--- src/rtl/uart_tx_arbiter.sv ---
// uart_tx_arbiter: round-robin arbiter sharing one uart_tx among NUM_REQ byte streams.
// Ports:
//   clock, reset          : single clock, synchronous active-high reset
//   req_data/valid/last   : per-requester byte, valid and end-of-packet flag
//   req_ready             : one-hot accept strobe, only high in CAPTURE
//   tx_data, tx_send      : registered byte and one-cycle start pulse to uart_tx
//   tx_busy               : uart_tx busy from start to stop bit
//   grant_id/grant_active : current or last granted requester, grant held flag
//   err_timeout           : one-cycle pulse when tx_busy never rose after tx_send
module uart_tx_arbiter #(
    parameter int NUM_REQ      = 4,
    parameter int MAX_BURST    = 16,
    parameter int BUSY_TIMEOUT = 16,
    parameter int HOLD_TIMEOUT = 100000,
    localparam int IDW         = (NUM_REQ > 1) ? $clog2(NUM_REQ) : 1
) (
    input  logic                 clock,
    input  logic                 reset,
    input  logic [8*NUM_REQ-1:0] req_data,
    input  logic [NUM_REQ-1:0]   req_valid,
    input  logic [NUM_REQ-1:0]   req_last,
    output logic [NUM_REQ-1:0]   req_ready,
    output logic [7:0]           tx_data,
    output logic                 tx_send,
    input  logic                 tx_busy,
    output logic [IDW-1:0]       grant_id,
    output logic                 grant_active,
    output logic                 err_timeout
);
    typedef enum logic [2:0] {IDLE, CAPTURE, SEND, WAIT_HI, WAIT_LO, HOLD} state_t;
    state_t         state_q, state_d;
    logic [IDW-1:0] rr_q, rr_d, gid_q, gid_d, pick, gid_next;
    logic           active_q, active_d, last_q, last_d, found, done, fin, rel;
    logic [7:0]     tx_q, tx_d, burst_q, burst_d;
    logic [31:0]    timer_q, timer_d;

    // Scan downwards so the smallest offset from rr_q wins.
    always_comb begin
        found = 1'b0;
        pick  = rr_q;
        for (int i = NUM_REQ - 1; i >= 0; i--) begin
            if (req_valid[(int'(rr_q) + i) % NUM_REQ]) begin
                found = 1'b1;
                pick  = IDW'((int'(rr_q) + i) % NUM_REQ);
            end
        end
    end

    // Explicit wrap so non-power-of-2 NUM_REQ stays in range.
    assign gid_next = (int'(gid_q) == NUM_REQ - 1) ? '0 : gid_q + 1'b1;
    assign done     = last_q || (burst_q == 8'(MAX_BURST));

    always_comb begin
        state_d     = state_q;
        rr_d        = rr_q;
        gid_d       = gid_q;
        active_d    = active_q;
        last_d      = last_q;
        tx_d        = tx_q;
        burst_d     = burst_q;
        timer_d     = '0;
        err_timeout = 1'b0;
        fin         = 1'b0;
        rel         = 1'b0;
        case (state_q)
            IDLE: begin
                if (!tx_busy && found) begin
                    gid_d    = pick;
                    active_d = 1'b1;
                    burst_d  = '0;
                    state_d  = CAPTURE;
                end
            end
            CAPTURE: begin
                tx_d    = req_data[8*int'(gid_q) +: 8];
                last_d  = req_last[gid_q];
                burst_d = burst_q + 8'd1;
                state_d = SEND;
            end
            SEND: state_d = WAIT_HI;
            WAIT_HI: begin
                if (tx_busy) begin
                    state_d = WAIT_LO;
                end else if (timer_q == 32'(BUSY_TIMEOUT - 1)) begin
                    err_timeout = 1'b1;
                    fin         = 1'b1;
                end else begin
                    timer_d = timer_q + 32'd1;
                end
            end
            WAIT_LO: fin = !tx_busy;
            HOLD: begin
                // Idle timer only runs while the granted requester has nothing to offer.
                if (req_valid[gid_q]) begin
                    timer_d = timer_q;
                    state_d = tx_busy ? HOLD : CAPTURE;
                end else if (timer_q == 32'(HOLD_TIMEOUT - 1)) begin
                    rel = 1'b1;
                end else begin
                    timer_d = timer_q + 32'd1;
                end
            end
            default: state_d = IDLE;
        endcase
        if (fin) begin
            rel     = done;
            state_d = done ? IDLE : HOLD;
        end
        if (rel) begin
            active_d = 1'b0;
            rr_d     = gid_next;
            state_d  = IDLE;
        end
    end

    always_ff @(posedge clock) begin
        if (reset) begin
            state_q  <= IDLE;
            rr_q     <= '0;
            gid_q    <= '0;
            active_q <= 1'b0;
            last_q   <= 1'b0;
            tx_q     <= '0;
            burst_q  <= '0;
            timer_q  <= '0;
        end else begin
            state_q  <= state_d;
            rr_q     <= rr_d;
            gid_q    <= gid_d;
            active_q <= active_d;
            last_q   <= last_d;
            tx_q     <= tx_d;
            burst_q  <= burst_d;
            timer_q  <= timer_d;
        end
    end

    assign req_ready    = (state_q == CAPTURE) ? (NUM_REQ'(1) << gid_q) : '0;
    assign tx_send      = (state_q == SEND);
    assign tx_data      = tx_q;
    assign grant_id     = gid_q;
    assign grant_active = active_q;
endmodule
--- config.mk ---
export PLATFORM = sky130hd
export DESIGN_NAME = uart_tx_arbiter
export DESIGN_NICKNAME = d
export VERILOG_FILES = /design/src/rtl/uart_tx_arbiter.sv
export SDC_FILE = /design/constraint.sdc
export NUM_CORES = 1
export LEC_CHECK = 0
export BUFFER_PORTS_ARGS = -buffer_cell sky130_fd_sc_hd__buf_2
export CORE_MARGIN = 3
export CORE_UTILIZATION = 25
export CTS_BUF_LIST = sky130_fd_sc_hd__clkbuf_4
export DETAILED_ROUTE_END_ITERATION = 10
export GPL_ROUTABILITY_DRIVEN = 0
export GPL_TIMING_DRIVEN = 0
export PLACE_DENSITY = 0.53
export SYNTH_ARGS = -nofsm -noshare
export SYNTH_HDL_FRONTEND = slang
export SYNTH_SLANG_ARGS = --single-unit
--- constraint.sdc ---
create_clock -name clock -period 3 [get_ports clock]
set_clock_uncertainty 0.05 [all_clocks]
set_input_delay 0.3 -clock clock [delete_from_list [all_inputs] [get_ports clock]]
set_output_delay 0.3 -clock clock [all_outputs]
set_load 0.005 [all_outputs]
Word level (Yosys, flattened, before mapping)
Cells that the tools add are included.
{"block": "totals", "ff_bits": 57, "out_inout_bits": 17, "wordCells": 98}
{"block": "classes", "add_sub_neg": 6, "order_cmp": 5, "n_eq_ne": 15, "shifts": 2, "n_mux": 47, "bitwise_logic": 3, "reduce_logical": 12}
{"cell": "2-to-1 mux 32 bit", "n": 4}
{"cell": "case mux 32 bit (2 select lines)", "n": 1}
{"cell": "adder 32 x 1 -> 32 bit, second input constant", "n": 1}
{"cell": "== test 32 x 17 -> 1 bit, second input constant", "n": 1}
{"cell": "== test 32 x 4 -> 1 bit, second input constant", "n": 1}
{"cell": "variable part select 32 x 6 -> 8 bit", "n": 1}
{"cell": "2-to-1 mux 1 bit", "n": 20}
{"cell": "2-to-1 mux 3 bit", "n": 6}
{"cell": "case mux 3 bit (6 select lines)", "n": 1}
{"cell": "case mux 8 bit (2 select lines)", "n": 1}
{"cell": "binary-select mux 1 bit (select 2 bit)", "n": 6}
{"cell": "< comparator 3 x 4 -> 1 bit, second input constant", "n": 3}
{"cell": "2-to-1 mux 2 bit", "n": 5}
{"cell": "!= test 3 bit, second input constant", "n": 3}
{"cell": "adder 8 x 1 -> 8 bit, second input constant", "n": 1}
{"cell": "== test 8 x 5 -> 1 bit, second input constant", "n": 1}
{"cell": "2-to-1 mux 8 bit", "n": 1}
{"cell": "OR reduction 2 bit", "n": 4}
{"cell": "== test 3 x 2 -> 1 bit, second input constant", "n": 2}
{"cell": "== test 3 bit, second input constant", "n": 2}
{"cell": "< comparator 2 x 3 -> 1 bit, second input constant", "n": 2}
{"cell": "!= test 2 bit, second input constant", "n": 3}
{"cell": "adder 2 x 1 -> 2 bit, second input constant", "n": 2}
{"cell": "adder 2 bit, second input constant", "n": 2}
{"cell": "other kinds (13)", "n": 16}

Logic depth before layout (Yosys ltp)
Gate-level depths: netlist of run 1.
{"block": "depth", "word_depth": 14, "mapped_depth": 8, "mapped_depth_nobuf": 7}

Worst setup path before layout of run 1
Ideal clock, no wire load.
{"block": "synth_path", "path_type": "reg2reg", "startpoint": "reg timer_q[18]", "endpoint": "reg timer_q[17]", "setup_time_ps": 115, "t_arrival_ps": 2083, "setup_slack_ps": 752, "path_stages_with_launch": 7, "path_cell_list": "dfxtp_1 -> or4_1 -> or4_4 -> a2bb2oi_2 -> o31ai_4 -> buf_6 -> nor2_1"}
{"block": "synth_between", "elab_chain_cells": 4}
{"item": "start, declared", "line_no": "35", "source": "logic [31:0] timer_q, timer_d;"}
{"item": "start signal, assigned", "line_no": "134", "source": "timer_q <= timer_d;"}
{"item": "== test 32 x 17 -> 1 bit or == test 32 x 4 -> 1 bit (tied branches)", "line_no": "97, 84"}
{"item": "2-to-1 mux 32 bit (on tied branches)", "line_no": "97, 84"}
{"item": "2-to-1 mux 32 bit (on tied branches)", "line_no": "94, 82"}
{"item": "case mux 32 bit (2 select lines) *", "line_no": "65", "source": "case (state_q)"}
Mark *: on every way between the ends. The rest lies on a longest branch, timed or not. The select of a mux whose other input is x is not followed.
A chain may end at the register's enable or synchronous reset.

Worst setup path after layout of run 1
{"block": "layout_path", "startpoint": "reg timer_q[18]", "endpoint": "out err_timeout"}
{"block": "layout_between", "elab_chain_cells": 4}
{"item": "== test 32 x 4 -> 1 bit", "line_no": "84", "source": "end else if (timer_q == 32'(BUSY_TIMEOUT - 1)) begin"}
{"item": "2-to-1 mux 1 bit", "line_no": "84"}
{"item": "2-to-1 mux 1 bit", "line_no": "82", "source": "if (tx_busy) begin"}
{"item": "2-to-1 mux 1 bit", "line_no": "65"}
{"item": "end, declared", "line_no": "28", "source": "output logic err_timeout"}
Every way passes these cells.

==> flow_summary_export.csv, run 1 <==
group,metric,value,unit
sta,worst_slew_pin_slew,0.676,ns
sta,whs,0.232,ns
sta,fmaxAchievable,372,MHz
drt,vias_per_cell,4.79,
sta,tns,0,ns
setup_path,cp-start-kind,"flop",
logic_synthesis,synth_area,0.00321,mm²
setup_path,worstPathCellList,"or4_1 -> or4_4 -> nor4_2 -> buf_2",
finish,regArea,0.00114,mm²
clock_network,cts-htree-levels,3,
drt,wl_per_cell,13.9,µm
clock_network,root_buffer,"clkbuf_4",
logic_synthesis,yosysTopAreaCell,"dfxtp_1",
logic_synthesis,synth-edff-count,0,
pwr,power_density,404,mW/mm²
global_routing,use_met3,0.0228,
sta,slew-limit-headroom,0.546,
finish,utilization,0.313,
sta,setup-violations-final,0,
clock_network,cts_buffers,9,
setup_path,cp_top_family,"simple AND/OR/NAND/NOR gates",
floorplanning,initial_core_util,0.261,
setup_path,critPathBufInv,1,
finish,finalNetCount,502,
floorplanning,die_area,0.0142,mm²
pwr,ir_drop,175,µV
logic_synthesis,syn_avg_cell_area,8.37,µm²
floorplanning,core-area,0.0123,mm²
setup_path,max_stage_delay,0.53,ns
logic_synthesis,ys_ff_latch,57,
setup_path,worstPathMaxFanout,5,
setup_path,cp.required,2.65,ns
sta,final_max_slew_viol_count,0,
floorplanning,die_x,119,µm
sta,fin_crit,2.69,ns
clock_network,clkTransAtPathRegs,0.10,ns
run_status,status,"finished clean",
drt,ant_nets,0,
placed_design,hpwl,6420,µm
finish,instances_no_fill,626,
placed_design,dpl_cell_area,0.00371,mm²
pwr,p_leak,1.33,nW
clock_network,clkLatencyLatePin,0.41,ns
placed_design,port_buffers,58,
finish,final_area,0.00384,mm²
drt,drt_wl_total,8700,µm
global_routing,grt-ovfl-total,0,
finish,drive_gt1_frac,0.195,
global_routing,grt.busiest_layer,"met2",
global_routing,grt_util_all_layers,0.122,
global_routing,use_met1,0.170,
sta,rsz0062_at_grt,"no",
logic_synthesis,synth-seq-area-share,0.356,
finish,area_growth,19.8,%
setup_path,end_kind,"primary output",
logic_synthesis,synthesis.nets,433,
logic_synthesis,synth-main-ff-cell,"dfxtp_1",
global_routing,first_global_vias,2793,
global_routing,grt_max_degree,11,
clock_network,cts_tree,"yes",
clock_network,cts.sinks,57,
clock_network,cts_max_path_buffers,2,
floorplanning,io_pins,60,
setup_path,critical_path_class,"flop to primary output",
clock_network,cts_hold_buf,0,
floorplanning,die-height,119,µm
finish,num-fill-cells,1312,
logic_synthesis,ys_warn_count,0,
floorplanning,rows,40,
logic_synthesis,synth_top_area_frac,0.356,
setup_path,crit_slowest_cell,"or4_4",
drt,drtIter0Drc,132,
global_routing,antenna_found_initial,0,
logic_synthesis,ys_types,49,
drt,drc,0,
logic_synthesis,synth_area_leaders,"dfxtp_1 (36%), mux4_2 (7.0%), nor2_1 (6.0%), xnor2_1 (4.9%), nand2_1 (4.8%)",
drt,vias,2998,
logic_synthesis,syn-instance-count,383,
sta,timing.final.crit_share,0.896,
placed_design,dp_cells,609,
hold_path,hp-class,"input port to flop",
global_routing,grt_pass1_wl,14000,µm
finish,multi_input_area,0.00193,mm²
drt,drt_pass1_iterations,4,
setup_path,worstPathArrival,2.34,ns
job,drv_cap,0,
sta,final-hold-violation-count,0,
logic_synthesis,synthArstFlopShare,0,
global_routing,grt_util_met2,0.182,
[cell usage in the layout (no fill, tap or decap), drive strengths merged, types with 3 or more instances in the layout]
master	instances
a211o	4
a21o	3
a21oi	24
a311oi	3
and2	6
and3	8
and4	3
buf	62
clkbuf	23
clkinv	5
dfxtp	57
ha	7
inv	16
mux4	10
nand2	41
nand2b	4
nand3	13
nand3b	3
nand4	14
nor2	51
nor2b	4
nor3	14
nor4	16
o21ai	7
or4	5
xnor2	18
xor2	10
[final cells by class]
type                    count  area share
clock inverters             6      0.0127
well taps                 168      0.0548
multi-input cells         293       0.503
inverters                  16      0.0156
flip-flops and latches     57       0.297
plain buffers              17      0.0205
clock buffers              10      0.0196
repair buffers             58      0.0756
diodes                      1    0.000652
[metal layers]
metal | vias up | share of wire
met1 | 1422 | 0.50
met5 | - | 0
li1 | 1522 | -
met4 | 0 | 0.022
met2 | 39 | 0.46
met3 | 15 | 0.023
[synthesized netlist by cell type, types with 2 or more instances]
cell	n
a211o_1	4
a21o_1	3
a21oi_1	24
a311oi_1	3
a31oi_1	2
and2_1	6
and3_1	8
and4_1	3
buf_1	2
buf_6	2
clkbuf_1	13
dfxtp_1	57
ha_1	7
inv_1	16
mux2_2	2
mux2i_1	2
mux4_2	10
nand2_1	41
nand2b_1	4
nand3_1	13
nand3b_1	3
nand4_1	14
nor2_1	51
nor2b_1	4
nor3_1	14
nor4_1	16
o2111ai_1	2
o21ai_0	7
or4_1	4
xnor2_1	18
xor2_1	10
[worst reg2reg max path, cell delays in order (launching register included)]
cell	delay (ns)
dfxtp_1	0.49
mux4_2	0.70
and2_1	0.20
clkbuf_1	0.17
o31ai_4	0.57
buf_6	0.22
nor2_1	0.06
[state kept, by name (all words and copies together), names as in the netlist]
name          count
grant_active      1
burst_q           8
state_q           3
grant_id          2
rr_q              2
tx_data           8
last_q            1
timer_q          32
[kinds of logic (layout without fill, tap and decap cells)]
logic type	Yosys count	count (layout)	share of synthesized area
AOI/OAI and AO/OA	58	58	0.124
xor gates and xnor gates	28	28	0.0765
adders and majority gates	7	7	0.0273
buffers and inverters	33	107	0.0433
DFF	57	57	0.356
muxes	14	14	0.0835
other	0	1	0
and+or+nand+nor	186	186	0.290
[timing repair]
| action | CTS | global route |
|---|---|---|
| endpoints found under the setup margin | 0 | 1 |
| setup buffers | 0 | 0 |
| resized for setup | 0 | 1 |
[path summary, 6_finish.rpt]
check,start,cells past startpoint,to,slack (ns)
setup / recovery,timer_q[18]$_SDFFE_PP0P_,4,err_timeout,0.31
hold / removal,tx_busy,3,state_q[2]$_SDFFE_PP0P_,0.23
setup reg to reg,grant_id[1]$_SDFFE_PP0P_,6,timer_q[14]$_SDFFE_PP0P_,0.44
hold reg to reg,tx_data[1]$_SDFFE_PP0P_,2,tx_data[1]$_SDFFE_PP0P_,0.41
[power by group]
part,total (W),internal [W],switching [W]
registers,0.000791,0.000777,0.0000143
logic,0.000222,0.0000970,0.000125
clock network,0.000537,0.000250,0.000286
total,0.00155,0.00112,0.000426
[through the flow]
step           worst slack (ns)  total power, W
3_5_place_dp              0.470         0.00103
5_1_grt                   0.155         0.00164
3_3_place_gp              0.494         0.00103
6_report                  0.311         0.00155
2_1_floorplan             0.752        0.000943
4_1_cts                  0.0893         0.00157
No activity file was read; power rests on OpenSTA's default activity.
==> run 2, diff against run 1 <==
Settings changed: CAP_MARGIN from default to 20.
Clock period 3 ns to 3.1 ns, I/O delays scaled along.
==> run 2 against run 1 <==
Clock power decreased by 3%; global-route usage unchanged; critical path depth unchanged; largest power group unchanged.
==> flow_summary_export.csv, run 2 (synthesized netlist as in run 1, its figures left out) <==
group,metric,value,unit
sta,final_max_slew_viol_count,0,
setup_path,crit_start,"timer_q[18]$_SDFFE_PP0P_",
clock_network,cts.sinks,57,
drt,vias_per_cell,4.78,
finish,finalNetCount,502,
run_status,status,"finished clean",
floorplanning,die_x,119,µm
drt,drt_pass1_iterations,4,
floorplanning,rows,40,
pwr,p_leak,1.33,nW
clock_network,clkTransAtPathRegs,0.10,ns
setup_path,worstPathMaxFanout,5,
setup_path,worstPathArrival,2.50,ns
sta,final-hold-violation-count,0,
sta,timing.final.crit_share,0.921,
global_routing,grt-ovfl-total,0,
hold_path,hp-start,"tx_busy",
floorplanning,io_pins,60,
setup_path,critPathBufInv,1,
setup_path,max_stage_delay,0.52,ns
job,drv_cap,0,
sta,slew-limit-headroom,0.535,
drt,vias,2994,
sta,whs,0.238,ns
sta,setup-violations-final,0,
global_routing,antenna_found_initial,0,
setup_path,worstPathCellList,"or4_1 -> or4_4 -> nor4_1 -> buf_2",
sta,rsz0062_at_grt,"no",
setup_path,cp-start-kind,"flop",
finish,top_register,"timer_q",
sta,fin_crit,2.86,ns
finish,area_growth,19.6,%
clock_network,cts_tree,"yes",
clock_network,cts_max_path_buffers,2,
setup_path,end_kind,"primary output",
finish,final_area,0.00383,mm²
global_routing,grt_pass1_wl,14000,µm
setup_path,reg2reg_from,"grant_id[1]$_SDFFE_PP0P_",
sta,worst_slew_pin_slew,0.693,ns
floorplanning,initial_core_util,0.261,
placed_design,dpl_cell_area,0.00371,mm²
hold_path,hp-class,"input port to flop",
setup_path,cp.required,2.74,ns
floorplanning,die_area,0.0142,mm²
finish,layout_commonest_cell,"buf_2",
placed_design,port_buffers,58,
finish,drive_gt1_frac,0.193,
global_routing,grt_util_all_layers,0.122,
floorplanning,core-area,0.0123,mm²
setup_path,critical_path_class,"flop to primary output",
pwr,ir_drop,169,µV
drt,wl_per_cell,13.8,µm
clock_network,root_buffer,"clkbuf_4",
clock_network,cts_buffers,9,
global_routing,grt_max_degree,11,
setup_path,cp_top_family,"simple AND/OR/NAND/NOR gates",
clock_network,cts_hold_buf,0,
drt,drtIter0Drc,129,
pwr,power_density,391,mW/mm²
drt,drt_wl_total,8630,µm
drt,drc,0,
setup_path,crit_slowest_cell,"or4_4",
finish,final_cell_mix,"buf_2 (58), dfxtp_1 (57), nor2_1 (51)",
clock_network,cts_setup_buffers,0,
finish,largest_reg_flops,32,
global_routing,first_global_vias,2793,
clock_network,clkLatencyLatePin,0.41,ns
placed_design,hpwl,6420,µm
clock_network,cts.repair.resized,0,
sta,fmaxAchievable,350,MHz
sta,tns,0,ns
floorplanning,die-height,119,µm
drt,ant_nets,0,
clock_network,cts-htree-levels,3,
==> run 2: cell counts in the layout (fill, tap and decap cells not counted) <==
Identical to the previous run, type by type.
==> run 2: metal layers <==
metal  global-route usage  wire length, µm  up-vias  part of all wire
met1                0.170             4320     1414              0.50
met5                    0                0        -                 0
li1                     -                -     1520                 -
met3               0.0228              208       16             0.024
met4               0.0565              183        0             0.021
met2                0.182             3920       44              0.45
==> run 2: report_power, final <==
group          total (W)  internal (W)  switching (W)
logic           0.000214     0.0000939       0.000121
clock network   0.000520      0.000242       0.000278
registers       0.000766      0.000752      0.0000138
total            0.00150       0.00109       0.000412
==> run 2: area by class of cell <==
class | count | area, µm²
plain buffers | 17 | 78.8
inverters | 16 | 60.1
clock buffers | 10 | 75.1
fillers | 1312 | 8430
flip-flops and latches | 57 | 1140
well taps | 168 | 210
diodes | 1 | 2.50
clock inverters | 6 | 48.8
repair buffers | 58 | 290
multi-input cells | 293 | 1930
==> run 2: final timing paths <==
path                         endpoint  slack, ns  cells after the start
max                       err_timeout       0.24                      4
min           state_q[2]$_SDFFE_PP0P_       0.24                      3
max reg2reg  timer_q[14]$_SDFFE_PP0P_       0.54                      6
min reg2reg   tx_data[1]$_SDFFE_PP0P_       0.41                      2
==> run 2: stage by stage <==
step	setup slack, ns	cells	util	power (W)
floorplan	0.852	383	-	0.000913
global placement	0.594	609	0.302	0.000993
detailed placement	0.570	609	0.302	0.000997
CTS	0.179	625	0.312	0.00152
global route	0.0712	625	0.312	0.00158
finish	0.245	626	0.313	0.00150
==> run 2: worst min-delay path, cell delays in order <==
cell and delay, ns:
buf_2 0.14, a211oi_1 0.08, nor3_1 0.11
